===== src/rtl/game_hit_resolver.sv =====
// game_hit_resolver
//   Applies the per-frame collision flags to game state: per-enemy HP and
//   alive bits, bullet kill pulses, player lives, the post-hit invincibility
//   window, score, and the round state machine (IDLE/PLAY/OVER/CLEAR).
//   Frame ticks are processed only in PLAY; i_GameStart (re)starts a round
//   from any other state.
// Ports
//   i_Clk, i_Rst_n        clock, asynchronous active-low reset
//   i_FrameTick           1-cycle frame strobe; collision flags valid with it
//   i_GameStart           start/restart request
//   i_EnemyHit            enemy n hit by a player bullet
//   i_PlayerBulletHit     player bullet k collided
//   i_EnemyBulletHit      enemy bullet i collided
//   i_PlayerHit           player hit by an enemy bullet
//   i_EnemySpawn          respawn request per enemy slot
//   o_EnemyAlive          enemy slot active
//   o_EnemyKill           1-cycle pulse per destroyed enemy
//   o_PlayerBulletKill    1-cycle pulse freeing player bullet slots
//   o_EnemyBulletKill     1-cycle pulse freeing enemy bullet slots
//   o_Lives               remaining lives
//   o_Invincible          invincibility window active
//   o_Score               saturating score
//   o_State               0 IDLE, 1 PLAY, 2 OVER, 3 CLEAR

// One enemy slot: HP counter, alive bit and registered kill pulse.
// o_AliveNext / o_KillNext expose the next-state values so the top can
// detect a cleared field and score kills in the same frame.
module game_hit_resolver_slot #(
    parameter int ENEMY_HP = 3,
    parameter int HP_W     = 2
) (
    input  logic i_Clk,
    input  logic i_Rst_n,
    input  logic i_Init,
    input  logic i_Frame,
    input  logic i_Hit,
    input  logic i_Spawn,
    output logic o_Alive,
    output logic o_AliveNext,
    output logic o_KillNext,
    output logic o_Kill
);
    logic [HP_W-1:0] hp_q, hp_d;
    logic            alive_q, alive_d;
    logic            kill_q, kill_d;

    always_comb begin
        hp_d    = hp_q;
        alive_d = alive_q;
        kill_d  = 1'b0;
        if (i_Init) begin
            alive_d = 1'b1;
            hp_d    = HP_W'(ENEMY_HP);
        end else if (i_Frame) begin
            if (alive_q) begin
                // A spawn on a live slot is dropped, even if this hit kills it.
                if (i_Hit) begin
                    if (hp_q == HP_W'(1)) begin
                        alive_d = 1'b0;
                        hp_d    = '0;
                        kill_d  = 1'b1;
                    end else begin
                        hp_d = hp_q - HP_W'(1);
                    end
                end
            end else if (i_Spawn) begin
                alive_d = 1'b1;
                hp_d    = HP_W'(ENEMY_HP);
            end
        end
    end

    always_ff @(posedge i_Clk or negedge i_Rst_n) begin
        if (!i_Rst_n) begin
            hp_q    <= '0;
            alive_q <= 1'b0;
            kill_q  <= 1'b0;
        end else begin
            hp_q    <= hp_d;
            alive_q <= alive_d;
            kill_q  <= kill_d;
        end
    end

    assign o_Alive     = alive_q;
    assign o_AliveNext = alive_d;
    assign o_KillNext  = kill_d;
    assign o_Kill      = kill_q;
endmodule

module game_hit_resolver #(
    parameter int MAX_ENEMY         = 4,
    parameter int MAX_PLAYER_BULLET = 4,
    parameter int MAX_ENEMY_BULLET  = 8,
    parameter int ENEMY_HP          = 3,
    parameter int PLAYER_LIVES      = 3,
    parameter int INVINCIBLE_FRAMES = 60,
    parameter int SCORE_PER_KILL    = 10,
    parameter int SCORE_W           = 16
) (
    input  logic                         i_Clk,
    input  logic                         i_Rst_n,
    input  logic                         i_FrameTick,
    input  logic                         i_GameStart,
    input  logic [MAX_ENEMY-1:0]         i_EnemyHit,
    input  logic [MAX_PLAYER_BULLET-1:0] i_PlayerBulletHit,
    input  logic [MAX_ENEMY_BULLET-1:0]  i_EnemyBulletHit,
    input  logic                         i_PlayerHit,
    input  logic [MAX_ENEMY-1:0]         i_EnemySpawn,
    output logic [MAX_ENEMY-1:0]         o_EnemyAlive,
    output logic [MAX_ENEMY-1:0]         o_EnemyKill,
    output logic [MAX_PLAYER_BULLET-1:0] o_PlayerBulletKill,
    output logic [MAX_ENEMY_BULLET-1:0]  o_EnemyBulletKill,
    output logic [2:0]                   o_Lives,
    output logic                         o_Invincible,
    output logic [SCORE_W-1:0]           o_Score,
    output logic [1:0]                   o_State
);
    localparam int HP_W  = $clog2(ENEMY_HP + 1);
    localparam int KC_W  = $clog2(MAX_ENEMY + 1);
    // Headroom so score + kills*SCORE_PER_KILL never wraps before saturation.
    localparam int SUM_W = SCORE_W + 16;
    localparam logic [SUM_W-1:0] SCORE_MAX = {{16{1'b0}}, {SCORE_W{1'b1}}};

    typedef enum logic [1:0] {
        S_IDLE  = 2'd0,
        S_PLAY  = 2'd1,
        S_OVER  = 2'd2,
        S_CLEAR = 2'd3
    } state_t;

    state_t                       state_q, state_d;
    logic [2:0]                   lives_q, lives_d;
    logic [7:0]                   inv_q, inv_d;
    logic [SCORE_W-1:0]           score_q, score_d;
    logic [MAX_PLAYER_BULLET-1:0] pbk_q, pbk_d;
    logic [MAX_ENEMY_BULLET-1:0]  ebk_q, ebk_d;

    logic                 start_go, frame_go;
    logic [MAX_ENEMY-1:0] alive, alive_nxt, kill_nxt, kill;
    logic [KC_W-1:0]      kill_cnt;
    logic [SUM_W-1:0]     score_sum;

    // Start is only honoured outside PLAY; since frames are only processed
    // in PLAY, a coincident start+tick never processes that frame.
    assign start_go = i_GameStart && (state_q != S_PLAY);
    assign frame_go = i_FrameTick && (state_q == S_PLAY);

    for (genvar n = 0; n < MAX_ENEMY; n++) begin : g_slot
        game_hit_resolver_slot #(
            .ENEMY_HP (ENEMY_HP),
            .HP_W     (HP_W)
        ) u_slot (
            .i_Clk       (i_Clk),
            .i_Rst_n     (i_Rst_n),
            .i_Init      (start_go),
            .i_Frame     (frame_go),
            .i_Hit       (i_EnemyHit[n]),
            .i_Spawn     (i_EnemySpawn[n]),
            .o_Alive     (alive[n]),
            .o_AliveNext (alive_nxt[n]),
            .o_KillNext  (kill_nxt[n]),
            .o_Kill      (kill[n])
        );
    end

    always_comb begin
        kill_cnt = '0;
        for (int n = 0; n < MAX_ENEMY; n++) begin
            kill_cnt = kill_cnt + KC_W'(kill_nxt[n]);
        end
        score_sum = {{16{1'b0}}, score_q} + SUM_W'(kill_cnt) * SUM_W'(SCORE_PER_KILL);
    end

    always_comb begin
        state_d = state_q;
        lives_d = lives_q;
        inv_d   = inv_q;
        score_d = score_q;
        pbk_d   = '0;
        ebk_d   = '0;
        if (start_go) begin
            state_d = S_PLAY;
            lives_d = 3'(PLAYER_LIVES);
            inv_d   = '0;
            score_d = '0;
        end else if (frame_go) begin
            pbk_d   = i_PlayerBulletHit;
            ebk_d   = i_EnemyBulletHit;
            score_d = (score_sum > SCORE_MAX) ? {SCORE_W{1'b1}} : score_sum[SCORE_W-1:0];
            if (inv_q != 8'd0) begin
                inv_d = inv_q - 8'd1;
            end else if (i_PlayerHit) begin
                lives_d = lives_q - 3'd1;
                if (lives_d != 3'd0) inv_d = 8'(INVINCIBLE_FRAMES);
            end
            // Losing the last life outranks clearing the field.
            if (lives_d == 3'd0)          state_d = S_OVER;
            else if (alive_nxt == '0)     state_d = S_CLEAR;
        end
    end

    always_ff @(posedge i_Clk or negedge i_Rst_n) begin
        if (!i_Rst_n) begin
            state_q <= S_IDLE;
            lives_q <= '0;
            inv_q   <= '0;
            score_q <= '0;
            pbk_q   <= '0;
            ebk_q   <= '0;
        end else begin
            state_q <= state_d;
            lives_q <= lives_d;
            inv_q   <= inv_d;
            score_q <= score_d;
            pbk_q   <= pbk_d;
            ebk_q   <= ebk_d;
        end
    end

    assign o_EnemyAlive       = alive;
    assign o_EnemyKill        = kill;
    assign o_PlayerBulletKill = pbk_q;
    assign o_EnemyBulletKill  = ebk_q;
    assign o_Lives            = lives_q;
    assign o_Invincible       = (inv_q != 8'd0);
    assign o_Score            = score_q;
    assign o_State            = state_q;
endmodule


===== config.mk =====
export PLATFORM = sky130hd
export DESIGN_NAME = game_hit_resolver
export DESIGN_NICKNAME = d
export VERILOG_FILES = /design/src/rtl/game_hit_resolver.sv
export SDC_FILE = /design/constraint.sdc
export NUM_CORES = 1
export LEC_CHECK = 0
export BUFFER_PORTS_ARGS = -buffer_cell sky130_fd_sc_hd__buf_2
export CORE_ASPECT_RATIO = 1.1
export CORE_MARGIN = 2
export CORE_UTILIZATION = 25
export DETAILED_ROUTE_END_ITERATION = 7
export PLACE_DENSITY = 0.5
export SYNTH_ARGS = -nofsm -noshare
export SYNTH_HDL_FRONTEND = slang
export SYNTH_SLANG_ARGS = --single-unit

===== constraint.sdc =====
create_clock -name i_Clk -period 4.8 [get_ports i_Clk]
set_clock_uncertainty 0.15 [all_clocks]
set_input_delay 0.72 -clock i_Clk [delete_from_list [all_inputs] [get_ports i_Clk]]
set_output_delay 0.72 -clock i_Clk [all_outputs]
set_load 0.01 [all_outputs]

## After elaboration in Yosys (flattened, before gate mapping)

Cells that the tools add are included.

- Add/subtract/negate cells: 10
- Multiply operators: 1
- $lt $le $gt $ge: 1
- Equality and inequality tests: 10
- Muxes and demuxes: 90
- Reduce and logical (&&, ||, !) cells: 20

Operator list:

| cell | number |
|---|---|
| 2-to-1 mux 2 bit | 28 |
| 2-to-1 mux 8 bit | 7 |
| 2-to-1 mux 16 bit | 3 |
| 2-to-1 mux 1 bit | 44 |
| nonzero test 3 bit | 8 |
| 2-to-1 mux 3 bit | 6 |
| adder 16 x 7 -> 17 bit | 1 |
| greater-than comparator 17 x 16 -> 1 bit, second input constant | 1 |
| AND reduction 3 bit | 5 |
| equality test 2 x 1 -> 1 bit, second input constant | 5 |
| != test 3 bit, second input constant | 3 |
| 2-to-1 mux 4 bit | 2 |
| nonzero test 8 bit | 1 |
| subtractor 2 x 1 -> 2 bit, second input constant | 4 |
| subtractor 8 x 1 -> 8 bit, second input constant | 1 |
| multiplier 3 x 3 -> 6 bit, second input constant | 1 |
| zero test 4 bit | 1 |
| adder 2 x 1 -> 3 bit | 1 |
| adder 3 x 1 -> 3 bit | 1 |
| zero test 3 bit | 1 |
| != test 3 x 2 -> 1 bit, second input constant | 1 |
| subtractor 3 x 1 -> 3 bit, second input constant | 1 |
| adder 1 x 1 -> 2 bit | 1 |
| logical AND 1 bit | 2 |
| 3 further kinds | 3 |

- Bits in registers: 57
- Input bits: 25
- Output and inout port bits: 42
- Word-level logic and storage cells: 150

## Longest topological paths before layout

- Depth in word-level cells: 15
- Depth in mapped cells: 18

## Hierarchy

Synthesis repeated with hierarchy kept, for this count alone.

- Cell total of the unflattened synthesis: 317
- Area, all modules: 3,104.2 µm²

Modules (own cells, without submodules):

| module | instances | cells an instance | area each (µm²) | seq. area each (µm²) |
|---|---|---|---|---|
| game_hit_resolver | 1 | 235 | 2,301.0 | 1,026.0 |
| game_hit_resolver_slot (g_slot[0].u_slot ...) | 2 | 21 | 201.4 | 100.1 |
| game_hit_resolver_slot (g_slot[2].u_slot ...) | 2 | 20 | 200.2 | 100.1 |

## Worst setup path before layout

OpenSTA, ideal clock, no wires.

- Path kind: in2reg
- Start: input i_FrameTick
- End: register score_q[12] (netlist: o_Score[12])
- Arrival time: 3,830 ps
- Required time: 4,523 ps
- Setup slack: 693 ps
- Stages: 14
- Path buffers: 0
- Cells stage by stage: nand3b_1 or2_2 fa_1 inv_1 ha_1 ha_1 ha_1 ha_1 ha_1 nand3_1 a21o_1 a21oi_2 nand2_1 mux2_1

- Longest elaborated chain between the ends: 12
- Elaborated cells between the ends (all ways): 19

RTL lines:

| element | line | source |
|---|---|---|
| start, declared | 103 | `input logic i_FrameTick,` |
| logical AND 1 bit (*) | 147 | `assign frame_go = i_FrameTick && (state_q == S_PLAY);` |
| 2-to-1 mux 1 bit | 54 | `end else if (i_Frame) begin` |
| 2-to-1 mux 1 bit | 51 | `if (i_Init) begin` |
| adder 1 x 1 -> 2 bit | 170 | `kill_cnt = kill_cnt + KC_W'(kill_nxt[n]);` |
| adder 2 x 1 -> 3 bit | 170 |  |
| adder 3 x 1 -> 3 bit | 170 |  |
| multiplier 3 x 3 -> 6 bit | 172 | `score_sum = {{16{1'b0}}, score_q} + SUM_W'(kill_cnt) * SUM_W'(SCORE_PER_KILL);` |
| adder 16 x 7 -> 17 bit | 172 |  |
| greater-than comparator 17 x 16 -> 1 bit | 190 | `score_d = (score_sum > SCORE_MAX) ? {SCORE_W{1'b1}} : score_sum[SCORE_W-1:0];` |
| 2-to-1 mux 16 bit | 190 |  |
| 2-to-1 mux 16 bit | 187 | `end else if (frame_go) begin` |
| 2-to-1 mux 16 bit | 182 | `if (start_go) begin` |
| end signal, assigned | 215 | `score_q <= score_d;` |
| end, declared | 135 | `logic [SCORE_W-1:0] score_q, score_d;` |

Every way passes the cells marked *; elsewhere a longest branch is shown, timed or not. The select of a mux whose other input is x is not followed.
A chain may end at the register's enable or synchronous reset.

## Worst setup path after layout

- Start: register state_q[1] (netlist: o_State[1])
- End: register score_q[13] (netlist: o_Score[13])

- Longest elaborated chain between the ends: 13
- Elaborated cells between the ends (all ways): 22

RTL lines:

| element | line | source |
|---|---|---|
| start, declared | 132 | `state_t state_q, state_d;` |
| start signal, assigned | 212 | `state_q <= state_d;` |
| equality test 2 x 1 -> 1 bit | 147 |  |
| logical AND 1 bit | 147 |  |
| 2-to-1 mux 1 bit | 54 |  |
| 2-to-1 mux 1 bit | 51 |  |
| adder 1 x 1 -> 2 bit | 170 |  |
| adder 2 x 1 -> 3 bit | 170 |  |
| adder 3 x 1 -> 3 bit | 170 |  |
| multiplier 3 x 3 -> 6 bit | 172 |  |
| adder 16 x 7 -> 17 bit | 172 |  |
| greater-than comparator 17 x 16 -> 1 bit | 190 |  |
| 2-to-1 mux 16 bit | 190 |  |
| 2-to-1 mux 16 bit | 187 |  |
| 2-to-1 mux 16 bit | 182 |  |

Parallel ways exist; a longest one is shown, timed or not. The select of a mux whose other input is x is not followed.

==> flow_summary.toml <==
[logic_synthesis]
netlist_instances = 323
synth.cell_area_mm2 = 0.00314
seq_area_frac_synth_pct = 45.5
yosysTopAreaCell = "dfrtp_1"
synth_edf_count = 0
synthTopCellsByArea = "dfrtp_1 (45%), ha_1 (7.6%), and2_1 (3.6%)"
synth-async-reset-ratio_pct = 100
yosysMostFrequentCell = "dfrtp_1"
synth_top_flop_cell = "dfrtp_1"
synth_top_cells_by_count = "dfrtp_1 (57), nand2_1 (29), inv_1 (21), o21ai_0 (21), nor2_1 (20)"
syn_avg_cell_area_um2 = 9.72
ys_seq_elements = 57
synth_cell_types = 53
synth_top_cell_area_share_pct = 45.5
ys_warn_count = 0
synth_nets = 369

[grt]
grt_pass1_vias = 2658
grt_overflow = 0
antenna_found_initial = 0
grt_max_degree = 58
grt_use_total_pct = 12.6
grt_pass1_wl_mm = 13.3

[sta]
whs_ns = 0.360
hold_viol = 0
worstMarginPinSlew_ns = 0.744
period_needed_ns = 4.33
final_max_slew_viol_count = 0
fin_crit_sh_pct = 90.2
rsz0062_at_grt = "false"
tns_ns = 0
setup_ws_ns = 0.470
fmaxAchievable_mhz = 231
setup_viol = 0
slew_headroom_pct = 50.4

[worst_setup_path]
crit_start = "o_State[1]$_DFFE_PN0P_"
rr_startpoint = "o_State[1]$_DFFE_PN0P_"
regToRegEndpoint = "o_Score[13]$_DFFE_PN0P_"
crit_required_ns = 4.84
crit_chain = "nand3b_1 > or2_2 > fa_1 > inv_1 > ha_1 > ha_1 > ha_1 > ha_1 > ha_1 > nand3_1 > a21o_1 > a21oi_2 > nand2_1 > o311ai_0"
rrSetupSlack_ns = 0.47
crit_top_cell = "ha_1"
crit_fanout = 8
reg2reg_depth = 14
start_kind = "flop"
slowest_stage = "fa_1"
cp_top_family = "adder cells"
arrival_ns = 4.37
critical_path.endpoint_type = "flop"
max_stage_delay_ns = 0.57
worstSetupPathType = "flop to flop"
crit_buf_inv = 1

[floorplanning]
rows = 42
die_h_um = 122
die_x_um = 111
start_util_pct = 25.9
dieArea_mm2 = 0.0135
core_mm2 = 0.0121
io_pins = 67

[placement]
gp_congestion = 0.760
post-dp-hpwl_mm = 5.48
place_ws_ns = 0.172
io_buffers = 66

[clocking]
cts_buffer_depth = 2
cts_buffers = 9
htreeDepth = 3
post-cts-setup-buffers = 0
insertion_delay_ns = 0.33
cts_hold_buffers = 0
cts-root-buf = "clkbuf_16"
cts_tree = "built"
cts_resized = 0
clkSinkCount = 57
clk_pin_slew_ns = 0.05

[worst_hold_path]
hp-start = "g_slot[0].u_slot.hp_q[1]$_DFFE_PN0P_"
hold_depth = 2
hold_end = "g_slot[0].u_slot.hp_q[1]$_DFFE_PN0P_"
worstHoldPathType = "flop to flop"

[route]
top_layer = "met4"
wl_per_cell_um = 14.4
num_vias = 2592
ant_nets = 0
firstDrtPassIters = 4
met1Wirelength_mm = 3.79
viasPerCell = 4.76
wl_met2_mm = 3.48
drc_errors = 0
drt_iter0_drc = 131
drt_wl_total_mm = 7.86
wl_met3_um = 473

[final_layout]
area_growth_pct = 23.0
fin_nets = 433
num_antenna_cells = 0
fillerInstances = 1302
drive_gt1_share_pct = 23.6
fin_util_pct = 31.8

[power_and_ir_drop]
p_per_area_mw_per_mm2 = 512
vdd_drop_max_uv = 161
power.leakage_nw = 1.88

[status]
status = "completed"

[flow_run]
drv_cap = 0
## tightest hold or removal path, stage by stage, from the launching register on
cell and delay (ns):
dfrtp_1 0.35, o2bb2ai_1 0.07, nand2_1 0.06
## stage by stage
stage	cells	cell area, um2	power [mW]
4_1_cts	544	3860	2.00
2_1_floorplan	323	3140	1.20
3_3_place_gp	530	3600	1.39
5_1_grt	544	3860	2.14
3_5_place_dp	530	3600	1.40
6_report	544	3860	1.98
## final cells by class
class	count	area, um2	area share (%)
Clock buffer	14	264	6.84
Inverter	22	82.6	2.14
Multi-Input combinational cell	227	1530	39.7
Sequential cell	57	1430	37.0
Tap cell	154	193	4.99
Timing Repair Buffer	70	360	9.34
## flip-flops by register name, indices dropped and copies added (netlist names)
register / count
g_slot.u_slot.hp_q: 8
g_slot.u_slot.o_Alive: 4
g_slot.u_slot.o_Kill: 4
inv_q: 8
o_EnemyBulletKill: 8
o_Lives: 3
o_PlayerBulletKill: 4
o_Score: 16
o_State: 2
## kinds of logic (layout without fill, tap and decap cells)
kind of cell               Yosys count  after routing  synth area share (%)
adders and majority gates           21             21                  8.85
xor gates and xnor gates             4              4                  1.12
AOI/OAI and AO/OA                   85             85                  18.1
buffers and inverters               39            106                  5.66
DFF                                 57             57                  45.5
muxes                                5              5                  1.67
and+or+nand+nor                    112            112                  19.1
## report_power, final
group          internal (mW)  switching (mW)  total (mW)
registers              0.612           0.133       0.745
logic                  0.290           0.357       0.647
clock network          0.372           0.213       0.584
total                   1.27           0.702        1.98
## layer usage
layer / vias up / GRT usage [%]
met3: 11 / 4.05
met2: 69 / 19.3
met4: 0 / 5.39
met5: - / 0
li1: 1276 / -
met1: 1236 / 16.3
## worst max path at each step
| stage | slack (ns) | depth (start not counted) | to |
|---|---|---|---|
| floorplan | 0.69 | 14 | o_Score[12]$_DFFE_PN0P_ |
| global placement | 0.31 | 15 | o_Score[12]$_DFFE_PN0P_ |
| detailed placement | 0.17 | 15 | o_Score[9]$_DFFE_PN0P_ |
| CTS | 0.46 | 14 | o_Score[13]$_DFFE_PN0P_ |
| global route | 0.18 | 14 | o_Score[9]$_DFFE_PN0P_ |
| finish | 0.47 | 14 | o_Score[13]$_DFFE_PN0P_ |
## cell usage in the layout (no fill, tap or decap), types with 4 or more instances in the layout
cell type / netlist / layout
o21ai_0: 21 / 21
clkbuf_16: 0 / 9
a31oi_1: 6 / 6
ha_1: 19 / 19
a21oi_1: 16 / 16
a21o_1: 4 / 4
nand2_1: 29 / 29
inv_1: 21 / 21
nand3b_1: 5 / 5
nor2_1: 20 / 20
buf_2: 1 / 66
nand3_1: 19 / 19
o311ai_0: 5 / 5
buf_4: 8 / 4
o2bb2ai_1: 8 / 8
dfrtp_1: 57 / 57
and2_1: 18 / 18
(Power assumes the default switching activity.)
